<file path="src/rtl/add_serial_seq.sv">
// add_serial_seq
//   Operand sequencer and result collector for the 8-bit serial adder
//   add_serial. Operand pairs are queued in a 2-entry FIFO, launched one at a
//   time with a single-cycle add_en pulse, and each sum is captured after the
//   adder's fixed latency and offered on a valid/ready result port.
//
// Ports
//   clk        : clock, rising edge
//   rst        : asynchronous active-low reset (adder's active-high rst = ~rst)
//   in_valid   : operand pair offered
//   in_ready   : FIFO can accept a pair
//   in_a, in_b : operands
//   add_en     : launch pulse to adder en
//   add_a/b    : operands to adder, held at the FIFO head for the whole op
//   add_out    : adder result, sampled only at the capture edge
//   res_valid  : captured sum available
//   res_ready  : consumer accepts the sum
//   res_sum    : captured sum
//   busy       : sequencer not idle
//   ops_done   : completed-operation counter, wraps
module add_serial_seq #(
  parameter int WIDTH      = 8,
  parameter int ADD_CYCLES = 9,
  parameter int CNT_W      = 16
) (
  input  logic             clk,
  input  logic             rst,
  input  logic             in_valid,
  output logic             in_ready,
  input  logic [WIDTH-1:0] in_a,
  input  logic [WIDTH-1:0] in_b,
  output logic             add_en,
  output logic [WIDTH-1:0] add_a,
  output logic [WIDTH-1:0] add_b,
  input  logic [WIDTH-1:0] add_out,
  output logic             res_valid,
  input  logic             res_ready,
  output logic [WIDTH-1:0] res_sum,
  output logic             busy,
  output logic [CNT_W-1:0] ops_done
);

  localparam int CW = $clog2(ADD_CYCLES + 1);

  typedef enum logic [1:0] {
    IDLE   = 2'd0,
    LAUNCH = 2'd1,
    WAIT   = 2'd2
  } state_t;

  state_t           state_r;
  state_t           state_nxt_s;
  logic [CW-1:0]    cnt_r;

  logic [WIDTH-1:0] fifo_a_r [0:1];
  logic [WIDTH-1:0] fifo_b_r [0:1];
  logic             wr_ptr_r;
  logic             rd_ptr_r;
  logic [1:0]       occ_r;
  logic             rdy_en_r;

  logic             res_valid_r;
  logic [WIDTH-1:0] res_sum_r;
  logic [CNT_W-1:0] ops_done_r;

  logic             push_s;
  logic             capture_s;
  logic             have_op_s;
  logic             slot_free_s;
  logic             add_en_s;
  logic             busy_s;

  // in_ready is held low during reset and rises one cycle after release.
  assign in_ready    = rdy_en_r & (occ_r != 2'd2);
  assign push_s      = in_valid & in_ready;
  assign capture_s   = (state_r == WAIT) && (cnt_r == CW'(1));
  // A pair being pushed this cycle lands at the head when the FIFO is empty,
  // so it can be launched straight away.
  assign have_op_s   = (occ_r != 2'd0) | push_s;
  // A result being accepted this cycle frees the slot long before the next
  // capture, so launching alongside the acceptance is safe.
  assign slot_free_s = ~res_valid_r | res_ready;

  assign add_a     = fifo_a_r[rd_ptr_r];
  assign add_b     = fifo_b_r[rd_ptr_r];
  assign add_en    = add_en_s;
  assign busy      = busy_s;
  assign res_valid = res_valid_r;
  assign res_sum   = res_sum_r;
  assign ops_done  = ops_done_r;

  // FSM state register and latency counter.
  always_ff @(posedge clk or negedge rst) begin
    if (!rst) begin
      state_r <= IDLE;
      cnt_r   <= CW'(0);
    end else begin
      state_r <= state_nxt_s;
      case (state_r)
        LAUNCH:  cnt_r <= CW'(ADD_CYCLES);
        WAIT:    cnt_r <= cnt_r - CW'(1);
        default: cnt_r <= CW'(0);
      endcase
    end
  end

  // FSM next-state logic.
  always_comb begin
    state_nxt_s = state_r;
    case (state_r)
      IDLE: begin
        if (have_op_s && slot_free_s) state_nxt_s = LAUNCH;
        else                          state_nxt_s = IDLE;
      end
      LAUNCH: state_nxt_s = WAIT;
      WAIT: begin
        if (capture_s) state_nxt_s = IDLE;
        else           state_nxt_s = WAIT;
      end
      default: state_nxt_s = IDLE;
    endcase
  end

  // FSM outputs decoded from the registered state.
  always_comb begin
    add_en_s = 1'b0;
    busy_s   = 1'b0;
    case (state_r)
      IDLE: begin
        add_en_s = 1'b0;
        busy_s   = 1'b0;
      end
      LAUNCH: begin
        add_en_s = 1'b1;
        busy_s   = 1'b1;
      end
      WAIT: begin
        add_en_s = 1'b0;
        busy_s   = 1'b1;
      end
      default: begin
        add_en_s = 1'b0;
        busy_s   = 1'b0;
      end
    endcase
  end

  // Operand FIFO: storage, 1-bit wrapping pointers, occupancy. Pop at capture.
  always_ff @(posedge clk or negedge rst) begin
    if (!rst) begin
      fifo_a_r[0] <= {WIDTH{1'b0}};
      fifo_a_r[1] <= {WIDTH{1'b0}};
      fifo_b_r[0] <= {WIDTH{1'b0}};
      fifo_b_r[1] <= {WIDTH{1'b0}};
      wr_ptr_r    <= 1'b0;
      rd_ptr_r    <= 1'b0;
      occ_r       <= 2'd0;
      rdy_en_r    <= 1'b0;
    end else begin
      rdy_en_r <= 1'b1;
      if (push_s) begin
        fifo_a_r[wr_ptr_r] <= in_a;
        fifo_b_r[wr_ptr_r] <= in_b;
        wr_ptr_r           <= ~wr_ptr_r;
      end
      if (capture_s) begin
        rd_ptr_r <= ~rd_ptr_r;
      end
      case ({push_s, capture_s})
        2'b10:   occ_r <= occ_r + 2'd1;
        2'b01:   occ_r <= occ_r - 2'd1;
        default: occ_r <= occ_r;
      endcase
    end
  end

  // Result slot and completed-operation counter.
  always_ff @(posedge clk or negedge rst) begin
    if (!rst) begin
      res_valid_r <= 1'b0;
      res_sum_r   <= {WIDTH{1'b0}};
      ops_done_r  <= {CNT_W{1'b0}};
    end else begin
      if (capture_s) begin
        res_valid_r <= 1'b1;
        res_sum_r   <= add_out;
        ops_done_r  <= ops_done_r + CNT_W'(1);
      end else if (res_valid_r && res_ready) begin
        res_valid_r <= 1'b0;
      end
    end
  end

endmodule

</file>
<file path="config.mk">
export PLATFORM = sky130hd
export DESIGN_NAME = add_serial_seq
export DESIGN_NICKNAME = d
export VERILOG_FILES = /design/src/rtl/add_serial_seq.sv
export SDC_FILE = /design/constraint.sdc
export NUM_CORES = 1
export LEC_CHECK = 0
export ABC_AREA = 1
export BUFFER_PORTS_ARGS = -buffer_cell sky130_fd_sc_hd__buf_4
export CORE_UTILIZATION = 30
export DETAILED_ROUTE_END_ITERATION = 12
export GPL_ROUTABILITY_DRIVEN = 0
export SKIP_CTS_REPAIR_TIMING = 1
export SYNTH_ARGS = -nofsm -noshare
export SYNTH_HDL_FRONTEND = slang
export SYNTH_SLANG_ARGS = --single-unit
export TNS_END_PERCENT = 30
</file>
<file path="constraint.sdc">
create_clock -name clk -period 4.3 [get_ports clk]
set_input_delay 0.86 -clock clk [delete_from_list [all_inputs] [get_ports clk]]
set_output_delay 0.86 -clock clk [all_outputs]
set_load 0.02 [all_outputs]
</file>
==> results.md <==
- Fillers: 1,077
- XOR/XNOR share of the synthesized area: 0.02983
- Routed Antenna Nets: 0
- Port bufs: 71
- CP Class: reg2out
- Reg2Reg Launch Point: state_r[0]
- Synth cell count leaders: nand2_1 (132), dfrtp_1 (68), o21ai_0 (43), inv_1 (40), nand3_1 (13)
- Critical path fanouts, max: 33
- Clock Latency Late Sink: 0.34 ns
- Count leader, synth: nand2_1
- Core area: 10,370 µm²
- Number of global-route vias before repair: 2,431
- TritonCTS Sinks: 68
- Vias/cell: 4.446
- Util after Layout: 0.3885
- Die Ht: 105.8 µm
- CP Launch Type: flip-flop
- TritonCTS clock tree: done
- Hold path depth: 2
- Hold_sp: res_sum[4]
- Fin Setup TNS: 0 ns
- Final Slew Violations: 0
- Worst slew pin tran: 0.9925 ns
- Skew final: 0.008112 ns
- Post-synthesis compound-gate area fraction: 0.1042
- Worst EP arrival: 1.80 ns
- Largest area contributor in the netlist: dfrtp_1
- Post-layout min period: 2.659 ns
- Mux share of post-synthesis cell area: 0
- Final #Nets: 478
- Leakage: 0.002013 µW
- Status: finished clean
- Share of the synthesized area in the top cell type: 0.5269
- Reg-to-reg endpoint: occ_r[1]
- Iteration-0 DRC Markers: 97
- Total CTS buffers: 9
- Syn_area_per_cell: 8.658 µm²
- Final period utilization: 0.6185
- 1st-pass router iterations: 4
- Synth top area cells: dfrtp_1 (53%), nand2_1 (15%), o21ai_0 (6.7%), inv_1 (4.6%), ha_1 (3.1%)
- DIE AREA: 11,180 µm²
- # diodes: 0
- Max-cap viol count: 0
- Syn Inst Count: 373
- Total GRT Usage: 0.1307
- Worst setup startpoint: rd_ptr_r
- Detailed Route WL: 6844 µm
- Root buffer cell: clkbuf_8
- Vias: 2,583
- WL/cell: 11.78 µm
- Die W: 105.8 µm
- Top FF cell, synth: dfrtp_1
- Post-Syn Area: 3229 µm²
- Synth Area in Adders: 0.03100
- Fmax: 376.0 MHz
- Netlist cell types: 28
- DP HPWL: 4682 µm
- Pwr Density: 660.4 nW/µm²
- Wire length of the first global-routing pass: 11,540 µm
- Post-route DRC: 0
- Slew Limit Headroom: 0.3383
- Final Setup Violations: 0
- IO Pins: 72
- Crit path required time: 3.44 ns
- R2R cell count: 8
- Setup slack on the worst flop-to-flop path: 1.99 ns
- Yosys warns: 0
- Post-synth EDFFs: 0
- Largest family of logic cells by synthesized area: simple AND/OR/NAND/NOR gates
- Worst Hold Class: reg2reg
- Final Hold Fails: 0
- Post-synthesis simple-gate area fraction: 0.2301
- Clock transition at path regs: 0.06 ns
- Net Count, Synth: 409
- Worst Hold Path EP: res_sum[4]
- Peak VDD IR: 0.0003417 V
- Register area share after synthesis: 0.5269
- Layout cells sized above 1: 0.2225
- H-tree levels: 3
- Initial Util: 0.3114
- Largest net degree at the start of global routing: 69
- Clk buf depth: 2
- Initial antenna violation count: 0
- FP Rows: 37
- RSZ-0062 raised after global routing: no
- Post-synth ARST share: 1.000
- FF+latch count, synth: 68
- Total gr overflow: 0
- Area Overhead vs Synth: 24.76%
- Worst Setup End Kind: output port
-- area by class of cell --
cell class | instances | area [µm²] | share of cell area
clock buffers | 12 | 155.1 | 0.03851
clock inverters | 2 | 35.03 | 0.008696
inverters | 41 | 153.9 | 0.03820
multi-input cells | 251 | 1280 | 0.3177
flip-flops and latches | 68 | 1702 | 0.4224
well taps | 136 | 170.2 | 0.04224
repair buffers | 71 | 533.0 | 0.1323
-- metal layers --
layer / routed length, µm / vias to the layer above / GRT usage
met5: 0 / - / 0
met4: 97 / 0 / 0.04464
met3: 449 / 9 / 0.03463
met2: 3109 / 84 / 0.2101
met1: 3188 / 1181 / 0.1697
li1: - / 1309 / -
-- kinds of logic (layout without fill, tap and decap cells) --
| logic type | Yosys count | in the layout |
|---|---|---|
| other cells | 1 | 1 |
| buf+inv | 54 | 126 |
| flops | 68 | 68 |
| fa+ha+maj | 8 | 8 |
| simple gates | 173 | 173 |
| compound gates | 58 | 58 |
| xor+xnor | 11 | 11 |
-- worst max-delay path: stages (launching register included) --
cell     delay (ns)
dfrtp_1        1.00
o21ai_0        0.25
buf_4          0.22
-- report_power, final --
part / switching [µW] / internal [µW]
Clock: 231 / 293
Sequential: 181 / 879
Combinational: 644 / 432
-- placed cells by master (no fill, tap or decap) --
cell         n
o21ai_2      7
nand3b_1     2
nor2_4       4
inv_1       40
o22ai_1      2
nand4_1      5
ha_1         8
o21ai_0     43
o21a_1       1
buf_4       71
clkinv_2     1
xnor2_1      5
dfrtp_1     68
inv_2        1
nor2_1      10
nand2_1    132
nand3_4      1
a21boi_4     1
xor2_1       6
bufinv_16    1
a31oi_1      1
a21oi_1      3
nor3_1       5
nand3_1     13
nand2_4      1
clkbuf_8    11
conb_1       1
clkbuf_1     1
-- flip-flops by register name, summed over array words and instances, names as in the netlist --
signal,flops
fifo_a_r,16
state_r,2
wr_ptr_r,1
occ_r,2
res_sum,8
ops_done,16
res_valid,1
rdy_en_r,1
fifo_b_r,16
cnt_r,4
rd_ptr_r,1
-- metrics by stage --
| step | hold slack [ns] | power [µW] | cells | worst slack (ns) | instance area, µm² |
|---|---|---|---|---|---|
| after detailed placement | 0.4689 | 2158 | 567 | 1.965 | 3839 |
| after global routing | 0.5048 | 2853 | 581 | 1.508 | 4029 |
| after global placement | 0.4666 | 2132 | 567 | 1.984 | 3839 |
| after CTS | 0.4867 | 2700 | 581 | 1.609 | 4029 |
| final | 0.4780 | 2661 | 581 | 1.641 | 4029 |
| after floorplan | 0.4551 | 1745 | 373 | 2.262 | 3229 |
-- worst max-delay path by stage --
stage          endpoint  slack [ns]
2_1_floorplan  add_b[3]        2.26
3_3_place_gp   occ_r[1]        1.98
3_5_place_dp   occ_r[1]        1.96
4_1_cts        add_a[3]        1.61
5_1_grt        add_a[3]        1.51
6_report       add_a[3]        1.64
(Power assumes the default switching activity.)
